--- config.mk ---
export PLATFORM = sky130hd
export DESIGN_NAME = sr_latch_seq_ctrl
export DESIGN_NICKNAME = d
export VERILOG_FILES = /design/src/rtl/sr_latch_seq_ctrl.sv
export SDC_FILE = /design/constraint.sdc
export NUM_CORES = 1
export LEC_CHECK = 0
export CAP_MARGIN = 40
export CORE_MARGIN = 2
export CORE_UTILIZATION = 38
export CTS_CLUSTER_SIZE = 12
export DETAILED_ROUTE_END_ITERATION = 10
export GPL_ROUTABILITY_DRIVEN = 0
export HOLD_SLACK_MARGIN = 0.1
export SLEW_MARGIN = 10
export SYNTH_ARGS = -nofsm -noshare
export SYNTH_HDL_FRONTEND = slang
export SYNTH_SLANG_ARGS = --single-unit
--- constraint.sdc ---
create_clock -name clk -period 2.73 [get_ports clk]
set_input_delay 0.819 -clock clk [delete_from_list [all_inputs] [get_ports clk]]
set_output_delay 0.819 -clock clk [all_outputs]
set_load 0.02 [all_outputs]
--- src/rtl/sr_latch_seq_ctrl.sv ---
// Set/reset/toggle sequencer driving one sr_latch with guarded, fixed-width pulses.
// Define SRLC_VERIFY_EN to add the Q/Qbar feedback check state and sticky err.
module sr_latch_seq_ctrl #(
    parameter int PULSE_CYC = 4,
    parameter int GAP_CYC   = 2,
    parameter int SETTLE_TO = 8,
    parameter int CNT_W     = 8
) (
    input  logic             clk,
    input  logic             rst_n,
    input  logic             cmd_valid,
    input  logic [1:0]       cmd_op,
    output logic             cmd_ready,
    output logic             S,
    output logic             R,
    input  logic             q_in,
    input  logic             qbar_in,
    output logic             busy,
    output logic             done,
    output logic [CNT_W-1:0] cmd_cnt,
    output logic             err
);

    localparam int MAX_PG = (PULSE_CYC > GAP_CYC) ? PULSE_CYC : GAP_CYC;
    localparam int MAX_C  = (MAX_PG > SETTLE_TO) ? MAX_PG : SETTLE_TO;
    localparam int TW     = $clog2(MAX_C + 1);

    localparam logic [TW-1:0] PULSE_LD = TW'(PULSE_CYC - 1);
    localparam logic [TW-1:0] GAP_LD   = TW'(GAP_CYC - 1);

    localparam logic [1:0] OP_NOP = 2'b00;
    localparam logic [1:0] OP_SET = 2'b01;
    localparam logic [1:0] OP_TOG = 2'b11;

    typedef enum logic [1:0] {
        IDLE,
        PULSE,
        GAP,
        CHECK
    } state_t;

    state_t        state;
    logic [TW-1:0] tmr;
    logic          accept;
    logic          set_op;

    assign cmd_ready = (state == IDLE);
    assign busy      = ~cmd_ready;
    assign accept    = cmd_valid & cmd_ready;

    // TOGGLE picks the pulse that flips the latch's current Q
    assign set_op = (cmd_op == OP_SET) |
                    ((cmd_op == OP_TOG) & ~q_in);

`ifdef SRLC_VERIFY_EN
    localparam logic [TW-1:0] SETTLE_LD = TW'(SETTLE_TO - 1);

    logic exp_q;

    always_ff @(posedge clk) begin
        if (!rst_n) begin
            state   <= IDLE;
            S       <= 1'b0;
            R       <= 1'b0;
            done    <= 1'b0;
            cmd_cnt <= '0;
            tmr     <= '0;
            exp_q   <= 1'b0;
            err     <= 1'b0;
        end else begin
            done <= 1'b0;
            case (state)
                IDLE: begin
                    if (accept) begin
                        if (cmd_op == OP_NOP) begin
                            done <= 1'b1;
                        end else begin
                            state <= PULSE;
                            S     <= set_op;
                            R     <= ~set_op;
                            exp_q <= set_op;
                            tmr   <= PULSE_LD;
                        end
                    end
                end
                PULSE: begin
                    if (tmr == '0) begin
                        S     <= 1'b0;
                        R     <= 1'b0;
                        state <= GAP;
                        tmr   <= GAP_LD;
                    end else begin
                        tmr <= tmr - TW'(1);
                    end
                end
                GAP: begin
                    if (tmr == '0) begin
                        state <= CHECK;
                        tmr   <= SETTLE_LD;
                    end else begin
                        tmr <= tmr - TW'(1);
                    end
                end
                CHECK: begin
                    if (q_in == exp_q && qbar_in == ~exp_q) begin
                        state   <= IDLE;
                        done    <= 1'b1;
                        cmd_cnt <= cmd_cnt + CNT_W'(1);
                    end else if (tmr == '0) begin
                        err     <= 1'b1;
                        state   <= IDLE;
                        done    <= 1'b1;
                        cmd_cnt <= cmd_cnt + CNT_W'(1);
                    end else begin
                        tmr <= tmr - TW'(1);
                    end
                end
                default: state <= IDLE;
            endcase
        end
    end
`else
    logic unused_fb;

    assign unused_fb = qbar_in;
    assign err       = 1'b0;

    always_ff @(posedge clk) begin
        if (!rst_n) begin
            state   <= IDLE;
            S       <= 1'b0;
            R       <= 1'b0;
            done    <= 1'b0;
            cmd_cnt <= '0;
            tmr     <= '0;
        end else begin
            done <= 1'b0;
            case (state)
                IDLE: begin
                    if (accept) begin
                        if (cmd_op == OP_NOP) begin
                            done <= 1'b1;
                        end else begin
                            state <= PULSE;
                            S     <= set_op;
                            R     <= ~set_op;
                            tmr   <= PULSE_LD;
                        end
                    end
                end
                PULSE: begin
                    if (tmr == '0) begin
                        S     <= 1'b0;
                        R     <= 1'b0;
                        state <= GAP;
                        tmr   <= GAP_LD;
                    end else begin
                        tmr <= tmr - TW'(1);
                    end
                end
                GAP: begin
                    if (tmr == '0) begin
                        state   <= IDLE;
                        done    <= 1'b1;
                        cmd_cnt <= cmd_cnt + CNT_W'(1);
                    end else begin
                        tmr <= tmr - TW'(1);
                    end
                end
                default: state <= IDLE;
            endcase
        end
    end
`endif

endmodule

==> results of run 1 <==
kinds of logic (layout without fill, tap and decap cells):
| logic type | count (synthesis) | count (layout) |
|---|---|---|
| flip-flops | 17 | 17 |
| buffers and inverters | 11 | 29 |
| multiplexers | 4 | 4 |
| other | 1 | 1 |
| AND/OR/NAND/NOR | 39 | 39 |
| XOR/XNOR | 7 | 7 |
| adder cells (fa/ha/maj) | 7 | 7 |
| AO/OA/AOI/OAI | 21 | 21 |
layout make-up:
cell class                 count  area share, %
multi-input combinational     79           50.0
timing repair buffer          19           15.3
inverter                       6           1.83
clock buffer                   4           2.14
sequential                    17           27.7
tap                           30           3.05
through the flow:
stage                     area, µm²  hold WS, ns  power, µW
after floorplan                1010        0.468        786
after global placement         1200        0.444        905
after detailed placement       1200        0.447        904
after CTS                      1230        0.465       1050
after global routing           1230        0.488       1120
final                          1230        0.462       1040
cells in the final DEF (no fill, tap or decap), drive strengths merged, types with 3 or more instances in the layout:
| cell | instances |
|---|---|
| a21boi | 3 |
| inv | 6 |
| ha | 7 |
| dfxtp | 17 |
| o21a | 4 |
| nor3 | 3 |
| a21oi | 3 |
| and2 | 8 |
| xnor2 | 4 |
| nand2 | 9 |
| xor2 | 3 |
| o21ai | 3 |
| nand3 | 3 |
| mux2i | 3 |
| nand3b | 3 |
| clkdlybuf4s50 | 18 |
| clkbuf | 4 |
sequential cells by signal, indices dropped and copies added (netlist names):
register / flops
done: 1
S: 1
tmr: 4
R: 1
cmd_cnt: 8
state: 2
power by group through the flow:
stage          clock, µW  sequential, µW  combinational, µW
6_report             137             327                573
5_1_grt              154             334                629
4_1_cts              146             328                580
3_5_place_dp           0             334                570
3_3_place_gp           0             332                573
2_1_floorplan          0             349                437
worst register-to-register path: cells and delay by family, from the launching register on:
family | cells | cell delay (ns)
AND/OR/NAND/NOR | 3 | 0.91
flip-flops | 1 | 0.34
adder cells (fa/ha/maj) | 1 | 0.29
buffers and inverters | 1 | 0.10
XOR/XNOR | 1 | 0.10
path summary, 6_finish.rpt:
path / from / to / slack [ns]
min: S / S / 0.46
max: state[0] / busy / 0.13
max reg2reg: state[0] / cmd_cnt[7] / 0.89
min reg2reg: S / S / 0.46
routing by layer:
metal / vias up / GRT usage [%] / wire length (µm)
met2: 21 / 20.6 / 848
met1: 359 / 14.2 / 836
li1: 407 / - / -
met3: 2 / 5.39 / 99
met4: 0 / 2.09 / 13
met5: - / 0 / 0
==> impl_results.html, run 1 <==
<table>
<tr><th>Metric</th><th>Value</th></tr>
<tr><th colspan="2">Flow run</th></tr>
<tr><td>Number of max-capacitance violations reported</td><td>0</td></tr>
<tr><th colspan="2">Setup path</th></tr>
<tr><td>Count of cells along the worst register-to-register path</td><td>6</td></tr>
<tr><td>Delay of the slowest cell on the worst path</td><td>0.61 ns</td></tr>
<tr><td>Top cell family by delay on the critical path</td><td>buffers and inverters</td></tr>
<tr><td>Required time at the worst-slack endpoint</td><td>1.91 ns</td></tr>
<tr><td>Kind of critical path</td><td>reg -&gt; out</td></tr>
<tr><td>Most common cell on crit path</td><td>sky130_fd_sc_hd__inv_1</td></tr>
<tr><td>Worst setup EP type</td><td>output port</td></tr>
<tr><td>Signal arrival time at the worst endpoint</td><td>1.78 ns</td></tr>
<tr><td>Startpoint Class</td><td>register</td></tr>
<tr><td>Cell count along the critical path</td><td>4</td></tr>
<tr><td>CP Max Fanout</td><td>6</td></tr>
<tr><td>List of cells traversed by the critical path</td><td>inv_1, ha_1, inv_1, clkdlybuf4s50_1</td></tr>
<tr><td>Count of buffering cells on the critical path with inverters included</td><td>3</td></tr>
<tr><td>Slowest library cell on the worst path</td><td>sky130_fd_sc_hd__clkdlybuf4s50_1</td></tr>
<tr><th colspan="2">Synth</th></tr>
<tr><td>Post-Syn Area per Cell</td><td>9.42 µm²</td></tr>
<tr><td>Ranking of synthesized cells by instance count</td><td>sky130_fd_sc_hd__dfxtp_1, sky130_fd_sc_hd__nand2_1, sky130_fd_sc_hd__and2_1, sky130_fd_sc_hd__ha_1, sky130_fd_sc_hd__inv_1</td></tr>
<tr><td>FFs w/ async S/R, synth</td><td>0%</td></tr>
<tr><td>Dominant combinational cell family by area after synthesis</td><td>simple AND/OR/NAND/NOR gates</td></tr>
<tr><td>Flip-flop and latch count after synthesis</td><td>17</td></tr>
<tr><td>Post-synthesis share of cell area spent on and, or, nand and nor gates</td><td>25.6%</td></tr>
<tr><td>Top-area cell type share of the netlist area</td><td>33.7%</td></tr>
<tr><td>Compound-cell area share of the yosys netlist</td><td>15.8%</td></tr>
<tr><td>Synthesized netlist net count</td><td>121</td></tr>
<tr><td>Cells after Synth</td><td>107</td></tr>
<tr><td>Mux share of post-synthesis cell area</td><td>4.47%</td></tr>
<tr><td>Number of synthesis warnings</td><td>0</td></tr>
<tr><td>Cell type with the largest total area after synthesis</td><td>sky130_fd_sc_hd__dfxtp_1</td></tr>
<tr><td>Xor/xnor share of the synthesized area</td><td>6.08%</td></tr>
<tr><td>Top area cells in the synthesized netlist</td><td>sky130_fd_sc_hd__dfxtp_1, sky130_fd_sc_hd__ha_1, sky130_fd_sc_hd__and2_1</td></tr>
<tr><td>Share of synthesized cell area in full adder, half adder and majority cells</td><td>8.68%</td></tr>
<tr><td>Sequential element share of the synthesized area</td><td>33.7%</td></tr>
<tr><td>Main synth FF type</td><td>sky130_fd_sc_hd__dfxtp_1</td></tr>
<tr><td>Number of enable flip-flop cells after synthesis</td><td>0</td></tr>
<tr><td>Synth unique cells</td><td>42</td></tr>
<tr><td>Post-synthesis instance area</td><td>1010 µm²</td></tr>
<tr><td>Count leader, synth</td><td>sky130_fd_sc_hd__dfxtp_1</td></tr>
<tr><th colspan="2">Timing</th></tr>
<tr><td>Shortest period the worst path allows</td><td>2.60 ns</td></tr>
<tr><td>Unrepaired setup endpoints after global routing</td><td>false</td></tr>
<tr><td>Total negative setup slack</td><td>0 ns</td></tr>
<tr><td>Hold Fails Final Rpt</td><td>0</td></tr>
<tr><td>Count of endpoints failing setup in the final report</td><td>0</td></tr>
<tr><td>Post-route fraction of the period consumed by the critical path</td><td>95.2%</td></tr>
<tr><td>Count of pins over their slew limit</td><td>0</td></tr>
<tr><td>Worst clock skew</td><td>0.00557 ns</td></tr>
<tr><td>Setup WS post-layout</td><td>0.130 ns</td></tr>
<tr><td>Fmax</td><td>385 MHz</td></tr>
<tr><th colspan="2">Placed design</th></tr>
<tr><td>Placed wire-length estimate</td><td>1.35 mm</td></tr>
<tr><td>Dpl ws</td><td>0.312 ns</td></tr>
<tr><td>Count of buffers from port buffering</td><td>18</td></tr>
<tr><td>Dpl cells</td><td>151</td></tr>
<tr><th colspan="2">Routing</th></tr>
<tr><td>Total length of routed wires</td><td>1.80 mm</td></tr>
<tr><td>DR vias/cell</td><td>5.09</td></tr>
<tr><td>1st-iter DRT viols</td><td>9</td></tr>
<tr><td>Number of antenna-violating nets in the routed design</td><td>0</td></tr>
<tr><td>Iteration count of the initial detailed-routing pass</td><td>4</td></tr>
<tr><td>Number of design rule violations left after detail routing</td><td>0</td></tr>
<tr><td>Wirelength per Cell</td><td>11.6 µm</td></tr>
<tr><td>Number of vias in the routed layout</td><td>789</td></tr>
<tr><th colspan="2">Clock network</th></tr>
<tr><td>TritonCTS clock tree</td><td>done</td></tr>
<tr><td>Htree depth</td><td>1</td></tr>
<tr><td>Number of post-CTS setup repair buffers</td><td>0</td></tr>
<tr><td>Clock tree root driver cell</td><td>sky130_fd_sc_hd__clkbuf_4</td></tr>
<tr><td>Post-cts resize count</td><td>0</td></tr>
<tr><td>Deepest clock path buffer count</td><td>2</td></tr>
<tr><td>Clock Latency Late Sink</td><td>0.29 ns</td></tr>
<tr><td>Num CTS Buffers</td><td>3</td></tr>
<tr><td>CTS clk-pin slew, worst paths</td><td>0.10 ns</td></tr>
<tr><td>Clock sinks</td><td>17</td></tr>
<tr><td>Hold-fix buffers, CTS</td><td>0</td></tr>
<tr><th colspan="2">Global routing</th></tr>
<tr><td>Leftover overflow at the end of global routing</td><td>0</td></tr>
<tr><td>Largest net degree at the start of global routing</td><td>21</td></tr>
<tr><td>Via count of the first global-routing pass</td><td>713</td></tr>
<tr><td>First-pass GRT wire length</td><td>3.02 mm</td></tr>
<tr><td>Global-route usage over all layers</td><td>12.1%</td></tr>
<tr><td>Initial antenna violation count</td><td>0</td></tr>
<tr><th colspan="2">Floorplan</th></tr>
<tr><td>DIE WIDTH</td><td>55.5 µm</td></tr>
<tr><td>Number of rows created at floorplan</td><td>18</td></tr>
<tr><td>Starting Density</td><td>40.3%</td></tr>
<tr><td>Core ar.</td><td>2500 µm²</td></tr>
<tr><td>Die height</td><td>55.5 µm</td></tr>
<tr><td>Area enclosed by the die boundary</td><td>3080 µm²</td></tr>
<tr><td>Number of I/O pins</td><td>21</td></tr>
<tr><th colspan="2">Final layout</th></tr>
<tr><td>Synthesis-to-layout area growth</td><td>21.8%</td></tr>
<tr><td>Final core occ</td><td>49.1%</td></tr>
<tr><td>Share of cells above drive strength 1</td><td>13.6%</td></tr>
<tr><td>Register Area</td><td>340 µm²</td></tr>
<tr><td>Multi-input logic area</td><td>614 µm²</td></tr>
<tr><td>Number of standard cells in the layout, taps in and fillers out</td><td>155</td></tr>
<tr><td>Final nets</td><td>140</td></tr>
<tr><td>Number of diodes added for antenna fixing</td><td>0</td></tr>
<tr><td>Fill cell count</td><td>249</td></tr>
<tr><th colspan="2">Pwr</th></tr>
<tr><td>Int Pwr</td><td>624 µW</td></tr>
<tr><td>Sequential power share</td><td>31.6%</td></tr>
<tr><td>Net Sw Power</td><td>414 µW</td></tr>
<tr><td>Reported leakage power</td><td>0.000465 µW</td></tr>
<tr><td>Worst-case vdd ir drop</td><td>0.615 mV</td></tr>
<tr><td>Share of total power in the clock network</td><td>13.2%</td></tr>
<tr><td>Share of power burned in combinational logic</td><td>55.2%</td></tr>
<tr><td>Fraction of power spent switching nets</td><td>39.9%</td></tr>
<tr><td>PwrDens</td><td>844 nW/µm²</td></tr>
<tr><th colspan="2">Hold path</th></tr>
<tr><td>Path type of the worst min-delay path</td><td>reg -&gt; reg</td></tr>
<tr><td>WHS Path Cells</td><td>2</td></tr>
<tr><th colspan="2">Status</th></tr>
<tr><td>Outcome</td><td>complete, no violations</td></tr>
</table>
(Power assumes the default switching activity.)
==> run 2: changes to the inputs <==
PLACE_DENSITY_LB_ADDON = 0.3   (was unset)
REMOVE_ABC_BUFFERS = 1   (was unset)
==> run 2 against run 1 <==
  * Clock power increased by 3%
  * Core utilization up 0.050 points
  * Count of clock-buffer cells in the layout fell by 1
  * Non-clock buffer count stayed put
  * Fmax decreased by 0.91%
  * Largest cell class unchanged
  * Highest routed layer unchanged
  * Power rose by 1.0%
  * Sequential share of layout area barely moved
  * Flip-flop and latch count did not move
  * Critical path depth unchanged
  * Global-route usage increased by 1.1 points
  * Critical endpoint unchanged
  * Die area unchanged
==> impl_results.html, run 2 (synthesis gave the netlist of run 1 again) <==
<table>
<tr><th>Metric</th><th>Value</th></tr>
<tr><th colspan="2">Pwr</th></tr>
<tr><td>Worst-case vdd ir drop</td><td>0.651 mV</td></tr>
<tr><td>Reported leakage power</td><td>0.000468 µW</td></tr>
<tr><td>PwrDens</td><td>852 nW/µm²</td></tr>
<tr><th colspan="2">Final layout</th></tr>
<tr><td>Synthesis-to-layout area growth</td><td>22.0%</td></tr>
<tr><td>Top flop regs</td><td>cmd_cnt: 8 flops, tmr: 4 flops, state: 2 flops</td></tr>
<tr><td>Leading cell type in the layout, fill and taps excluded</td><td>sky130_fd_sc_hd__clkdlybuf4s50_1</td></tr>
<tr><td>Top reg by flops</td><td>cmd_cnt</td></tr>
<tr><td>Total non-filler cell area in the finished layout</td><td>1230 µm²</td></tr>
<tr><td>Flip-flop count of the largest register, all copies and words added</td><td>8</td></tr>
<tr><td>Number of diodes added for antenna fixing</td><td>0</td></tr>
<tr><td>Share of cells above drive strength 1</td><td>14.4%</td></tr>
<tr><td>Final nets</td><td>140</td></tr>
<tr><td>Fill cell count</td><td>247</td></tr>
<tr><td>Leading cell types in the layout, fill and taps excluded</td><td>sky130_fd_sc_hd__clkdlybuf4s50_1, sky130_fd_sc_hd__dfxtp_1, sky130_fd_sc_hd__nand2_1</td></tr>
<tr><th colspan="2">Setup path</th></tr>
<tr><td>Slowest library cell on the worst path</td><td>sky130_fd_sc_hd__clkdlybuf4s50_1</td></tr>
<tr><td>Delay of the slowest cell on the worst path</td><td>0.61 ns</td></tr>
<tr><td>Most common cell on crit path</td><td>sky130_fd_sc_hd__inv_1</td></tr>
<tr><td>List of cells traversed by the critical path</td><td>inv_1, ha_1, inv_1, clkdlybuf4s50_1</td></tr>
<tr><td>Kind of critical path</td><td>reg -&gt; out</td></tr>
<tr><td>Signal arrival time at the worst endpoint</td><td>1.80 ns</td></tr>
<tr><td>Top cell family by delay on the critical path</td><td>buffers and inverters</td></tr>
<tr><td>Startpoint Class</td><td>register</td></tr>
<tr><td>Required time at the worst-slack endpoint</td><td>1.91 ns</td></tr>
<tr><td>CP Max Fanout</td><td>6</td></tr>
<tr><td>Worst setup EP type</td><td>output port</td></tr>
<tr><td>Count of buffering cells on the critical path with inverters included</td><td>3</td></tr>
<tr><th colspan="2">Clock network</th></tr>
<tr><td>Clock tree root driver cell</td><td>sky130_fd_sc_hd__clkbuf_4</td></tr>
<tr><td>Clock Latency Late Sink</td><td>0.30 ns</td></tr>
<tr><td>Num CTS Buffers</td><td>3</td></tr>
<tr><td>Post-cts resize count</td><td>0</td></tr>
<tr><td>Hold-fix buffers, CTS</td><td>0</td></tr>
<tr><td>TritonCTS clock tree</td><td>done</td></tr>
<tr><td>CTS clk-pin slew, worst paths</td><td>0.10 ns</td></tr>
<tr><td>Deepest clock path buffer count</td><td>2</td></tr>
<tr><td>Htree depth</td><td>1</td></tr>
<tr><td>Clock sinks</td><td>17</td></tr>
<tr><td>Number of post-CTS setup repair buffers</td><td>0</td></tr>
<tr><th colspan="2">Routing</th></tr>
<tr><td>Number of antenna-violating nets in the routed design</td><td>0</td></tr>
<tr><td>Number of design rule violations left after detail routing</td><td>0</td></tr>
<tr><td>1st-iter DRT viols</td><td>4</td></tr>
<tr><td>Iteration count of the initial detailed-routing pass</td><td>2</td></tr>
<tr><td>Number of vias in the routed layout</td><td>795</td></tr>
<tr><td>Wirelength per Cell</td><td>12.1 µm</td></tr>
<tr><td>DR vias/cell</td><td>5.13</td></tr>
<tr><td>Total length of routed wires</td><td>1.87 mm</td></tr>
<tr><th colspan="2">Floorplan</th></tr>
<tr><td>DIE WIDTH</td><td>55.5 µm</td></tr>
<tr><td>Area enclosed by the die boundary</td><td>3080 µm²</td></tr>
<tr><td>Number of rows created at floorplan</td><td>18</td></tr>
<tr><td>Number of I/O pins</td><td>21</td></tr>
<tr><td>Die height</td><td>55.5 µm</td></tr>
<tr><td>Core ar.</td><td>2500 µm²</td></tr>
<tr><td>Starting Density</td><td>40.3%</td></tr>
<tr><th colspan="2">Timing</th></tr>
<tr><td>Count of pins over their slew limit</td><td>0</td></tr>
<tr><td>Total negative setup slack</td><td>0 ns</td></tr>
<tr><td>Final hold slack</td><td>0.473 ns</td></tr>
<tr><td>Post-route fraction of the period consumed by the critical path</td><td>96.1%</td></tr>
<tr><td>Shortest period the worst path allows</td><td>2.62 ns</td></tr>
<tr><td>Worst clock skew</td><td>0.00186 ns</td></tr>
<tr><td>Unrepaired setup endpoints after global routing</td><td>false</td></tr>
<tr><td>Fmax</td><td>381 MHz</td></tr>
<tr><td>Count of endpoints failing setup in the final report</td><td>0</td></tr>
<tr><td>Hold Fails Final Rpt</td><td>0</td></tr>
<tr><th colspan="2">Placed design</th></tr>
<tr><td>Placed wire-length estimate</td><td>1.40 mm</td></tr>
<tr><td>Count of buffers from port buffering</td><td>18</td></tr>
<tr><td>Post-Place Cell Area</td><td>1200 µm²</td></tr>
<tr><th colspan="2">Global routing</th></tr>
<tr><td>Leftover overflow at the end of global routing</td><td>0</td></tr>
<tr><td>Largest net degree at the start of global routing</td><td>21</td></tr>
<tr><td>First-pass GRT wire length</td><td>3.27 mm</td></tr>
<tr><td>Global-route usage over all layers</td><td>13.2%</td></tr>
<tr><td>Initial antenna violation count</td><td>0</td></tr>
<tr><td>Via count of the first global-routing pass</td><td>761</td></tr>
<tr><th colspan="2">Hold path</th></tr>
<tr><td>Path type of the worst min-delay path</td><td>reg -&gt; reg</td></tr>
<tr><th colspan="2">Flow run</th></tr>
<tr><td>Number of max-capacitance violations reported</td><td>0</td></tr>
<tr><th colspan="2">Status</th></tr>
<tr><td>Outcome</td><td>complete, no violations</td></tr>
</table>
[run 2: cell types whose count changed in the layout (fill, tap and decap cells not counted), sizes merged]
cell	change
clkinv	+1
clkbuf	-1
[run 2: power by group]
part           switching (µW)  total, µW  internal (µW)
registers                35.3        328            293
clock network            86.1        141           54.7
logic                     304        579            275
total                     425       1050            623
[run 2: worst paths after layout]
check               end     start  cells past startpoint  slack, ns
max                busy  state[0]                      4       0.11
min                   R         R                      2       0.47
max reg2reg  cmd_cnt[7]  state[0]                      6       0.85
min reg2reg           R         R                      2       0.47
[run 2: routing by layer]
layer / GRT usage [%] / wire [µm]
met2: 23.0 / 893
met4: 5.23 / 34
met3: 4.22 / 84
met1: 14.9 / 861
met5: 0 / 0
[run 2: layout make-up]
cell class | count | area [µm²] | area share, %
clock buffer | 3 | 22.5 | 1.83
clock inverter | 1 | 5.00 | 0.407
inverter | 6 | 22.5 | 1.83
multi-input combinational | 79 | 614 | 49.9
sequential | 17 | 340 | 27.7
tap | 30 | 37.5 | 3.05
timing repair buffer | 19 | 188 | 15.3
[run 2: metrics by stage]
step,setup slack [ns],total power [µW],util (%),cells
finish,0.106,1050,49.2,155
floorplan,0.933,758,-,102
detailed placement,0.335,911,48.1,151
global route,0.00549,1130,49.2,155
CTS,0.0910,1060,49.2,155
global placement,0.330,901,48.1,151
[run 2: tightest hold or removal path: cells and delay by family (launching register included)]
kind,cells,cell delay (ns)
flops,1,0.32
mux,1,0.06
simple gates,1,0.05
==> run 3: changes to the inputs <==
CORE_UTILIZATION = 35   (was 38)
==> run 3 against run 2 <==
  * Global-route usage is 0.73 points lower
  * Cell area stayed put
  * Flip-flop and latch count stayed put
  * Critical path type unchanged
==> impl_results.html, run 3 (synthesis gave the netlist of run 1 again) <==
<table>
<tr><th>Metric</th><th>Value</th></tr>
<tr><th colspan="2">Routing</th></tr>
<tr><td>Number of antenna-violating nets in the routed design</td><td>0</td></tr>
<tr><td>Total length of routed wires</td><td>1.88 mm</td></tr>
<tr><td>Iteration count of the initial detailed-routing pass</td><td>3</td></tr>
<tr><td>Number of design rule violations left after detail routing</td><td>0</td></tr>
<tr><td>Number of vias in the routed layout</td><td>795</td></tr>
<tr><td>1st-iter DRT viols</td><td>15</td></tr>
<tr><td>DR vias/cell</td><td>5.10</td></tr>
<tr><td>Wirelength per Cell</td><td>12.0 µm</td></tr>
<tr><th colspan="2">Timing</th></tr>
<tr><td>Count of pins over their slew limit</td><td>0</td></tr>
<tr><td>Post-route fraction of the period consumed by the critical path</td><td>95.5%</td></tr>
<tr><td>Unrepaired setup endpoints after global routing</td><td>false</td></tr>
<tr><td>Shortest period the worst path allows</td><td>2.61 ns</td></tr>
<tr><td>Worst clock skew</td><td>0.00548 ns</td></tr>
<tr><td>Hold Fails Final Rpt</td><td>0</td></tr>
<tr><td>Total negative setup slack</td><td>0 ns</td></tr>
<tr><td>Count of endpoints failing setup in the final report</td><td>0</td></tr>
<tr><td>Fmax</td><td>383 MHz</td></tr>
<tr><th colspan="2">Clock network</th></tr>
<tr><td>Htree depth</td><td>1</td></tr>
<tr><td>CTS clk-pin slew, worst paths</td><td>0.10 ns</td></tr>
<tr><td>Clock Latency Late Sink</td><td>0.29 ns</td></tr>
<tr><td>Number of post-CTS setup repair buffers</td><td>0</td></tr>
<tr><td>Hold-fix buffers, CTS</td><td>0</td></tr>
<tr><td>Clock sinks</td><td>17</td></tr>
<tr><td>Post-cts resize count</td><td>0</td></tr>
<tr><td>Deepest clock path buffer count</td><td>2</td></tr>
<tr><td>Num CTS Buffers</td><td>3</td></tr>
<tr><td>TritonCTS clock tree</td><td>done</td></tr>
<tr><td>Clock tree root driver cell</td><td>sky130_fd_sc_hd__clkbuf_4</td></tr>
<tr><th colspan="2">Final layout</th></tr>
<tr><td>Number of diodes added for antenna fixing</td><td>0</td></tr>
<tr><td>Top reg by flops</td><td>cmd_cnt</td></tr>
<tr><td>Final nets</td><td>140</td></tr>
<tr><td>Top flop regs</td><td>cmd_cnt: 8 flops, tmr: 4 flops, state: 2 flops</td></tr>
<tr><td>Flip-flop count of the largest register, all copies and words added</td><td>8</td></tr>
<tr><td>Leading cell type in the layout, fill and taps excluded</td><td>sky130_fd_sc_hd__clkdlybuf4s50_1</td></tr>
<tr><td>Final core occ</td><td>44.6%</td></tr>
<tr><td>Synthesis-to-layout area growth</td><td>22.0%</td></tr>
<tr><td>Share of cells above drive strength 1</td><td>13.6%</td></tr>
<tr><td>Leading cell types in the layout, fill and taps excluded</td><td>sky130_fd_sc_hd__clkdlybuf4s50_1, sky130_fd_sc_hd__dfxtp_1, sky130_fd_sc_hd__nand2_1</td></tr>
<tr><th colspan="2">Global routing</th></tr>
<tr><td>Largest net degree at the start of global routing</td><td>21</td></tr>
<tr><td>Global-route usage over all layers</td><td>12.5%</td></tr>
<tr><td>Via count of the first global-routing pass</td><td>756</td></tr>
<tr><td>First-pass GRT wire length</td><td>3.27 mm</td></tr>
<tr><td>Leftover overflow at the end of global routing</td><td>0</td></tr>
<tr><td>Initial antenna violation count</td><td>0</td></tr>
<tr><th colspan="2">Floorplan</th></tr>
<tr><td>Core ar.</td><td>2760 µm²</td></tr>
<tr><td>Starting Density</td><td>36.6%</td></tr>
<tr><td>Die height</td><td>57.7 µm</td></tr>
<tr><td>DIE WIDTH</td><td>57.7 µm</td></tr>
<tr><td>Number of I/O pins</td><td>21</td></tr>
<tr><td>Number of rows created at floorplan</td><td>19</td></tr>
<tr><td>Area enclosed by the die boundary</td><td>3330 µm²</td></tr>
<tr><th colspan="2">Setup path</th></tr>
<tr><td>Kind of critical path</td><td>reg -&gt; out</td></tr>
<tr><td>Critical R2R Capture</td><td>tmr[3]</td></tr>
<tr><td>Signal arrival time at the worst endpoint</td><td>1.79 ns</td></tr>
<tr><td>Required time at the worst-slack endpoint</td><td>1.91 ns</td></tr>
<tr><td>Worst reg2reg startpoint</td><td>tmr[0]</td></tr>
<tr><td>Count of cells along the worst register-to-register path</td><td>6</td></tr>
<tr><td>CP Max Fanout</td><td>6</td></tr>
<tr><td>Register-to-Register Setup Slack</td><td>0.84 ns</td></tr>
<tr><td>Worst setup EP type</td><td>output port</td></tr>
<tr><td>Startpoint Class</td><td>register</td></tr>
<tr><th colspan="2">Pwr</th></tr>
<tr><td>Net Sw Power</td><td>421 µW</td></tr>
<tr><td>Worst-case vdd ir drop</td><td>0.809 mV</td></tr>
<tr><td>Int Pwr</td><td>625 µW</td></tr>
<tr><td>Reported leakage power</td><td>0.000465 µW</td></tr>
<tr><td>Fraction of power spent switching nets</td><td>40.2%</td></tr>
<tr><td>Power after layout</td><td>1050 µW</td></tr>
<tr><td>PwrDens</td><td>851 nW/µm²</td></tr>
<tr><td>Sequential power share</td><td>31.3%</td></tr>
<tr><td>Share of total power in the clock network</td><td>12.9%</td></tr>
<tr><td>Share of power burned in combinational logic</td><td>55.8%</td></tr>
<tr><th colspan="2">Placed design</th></tr>
<tr><td>Placed wire-length estimate</td><td>1.41 mm</td></tr>
<tr><td>Count of buffers from port buffering</td><td>18</td></tr>
<tr><th colspan="2">Hold path</th></tr>
<tr><td>Startpoint of the worst hold path</td><td>S</td></tr>
<tr><td>Path type of the worst min-delay path</td><td>reg -&gt; reg</td></tr>
<tr><td>Worst Hold End</td><td>S</td></tr>
<tr><td>WHS Path Cells</td><td>2</td></tr>
<tr><th colspan="2">Flow run</th></tr>
<tr><td>Number of max-capacitance violations reported</td><td>0</td></tr>
<tr><th colspan="2">Status</th></tr>
<tr><td>Outcome</td><td>complete, no violations</td></tr>
</table>
## run 3: cell types whose count changed in the layout (fill, tap and decap cells not counted), sizes merged
| cell | change |
|---|---|
| clkbuf | +1 |
| clkinv | -1 |
## run 3: power by group through the flow
| stage | Combinational, µW | Sequential (µW) | Clock (µW) |
|---|---|---|---|
| 3_5_place_dp | 580 | 335 | 0 |
| 5_1_grt | 641 | 334 | 156 |
| 6_report | 583 | 328 | 135 |
| 3_3_place_gp | 570 | 331 | 0 |
| 2_1_floorplan | 409 | 349 | 0 |
| 4_1_cts | 589 | 328 | 144 |
## run 3: area by class of cell
type	count	area (µm²)
clock buffer	4	26.3
timing repair buffer	19	188
sequential	17	340
multi-input combinational	79	614
fill	283	1530
inverter	6	22.5
tap	31	38.8
## run 3: per-stage QoR
stage,std cells,hold slack [ns],instance area (µm²),setup WS [ns]
floorplan,102,0.468,977,0.933
detailed placement,152,0.450,1200,0.289
global placement,152,0.443,1200,0.344
finish,156,0.464,1230,0.122
global route,156,0.501,1230,0.0249
CTS,156,0.468,1230,0.101
## run 3: worst max path at each step
stage,end,from
after floorplan,tmr[3],cmd_op[1]
after global placement,tmr[3],cmd_op[1]
after detailed placement,tmr[3],cmd_op[1]
after CTS,busy,state[0]
after global routing,busy,state[0]
final,busy,state[0]
## run 3: critical path, stage by stage (launching register included)
cell	delay (ns)
sky130_fd_sc_hd__dfxtp_1	0.37
sky130_fd_sc_hd__inv_1	0.09
sky130_fd_sc_hd__ha_1	0.30
sky130_fd_sc_hd__inv_1	0.13
sky130_fd_sc_hd__clkdlybuf4s50_1	0.61
## run 3: layer usage
layer,wire length (µm),GRT usage [%]
met1,867,15.0
met2,914,21.8
met3,81,4.69
met4,13,1.99
met5,0,0
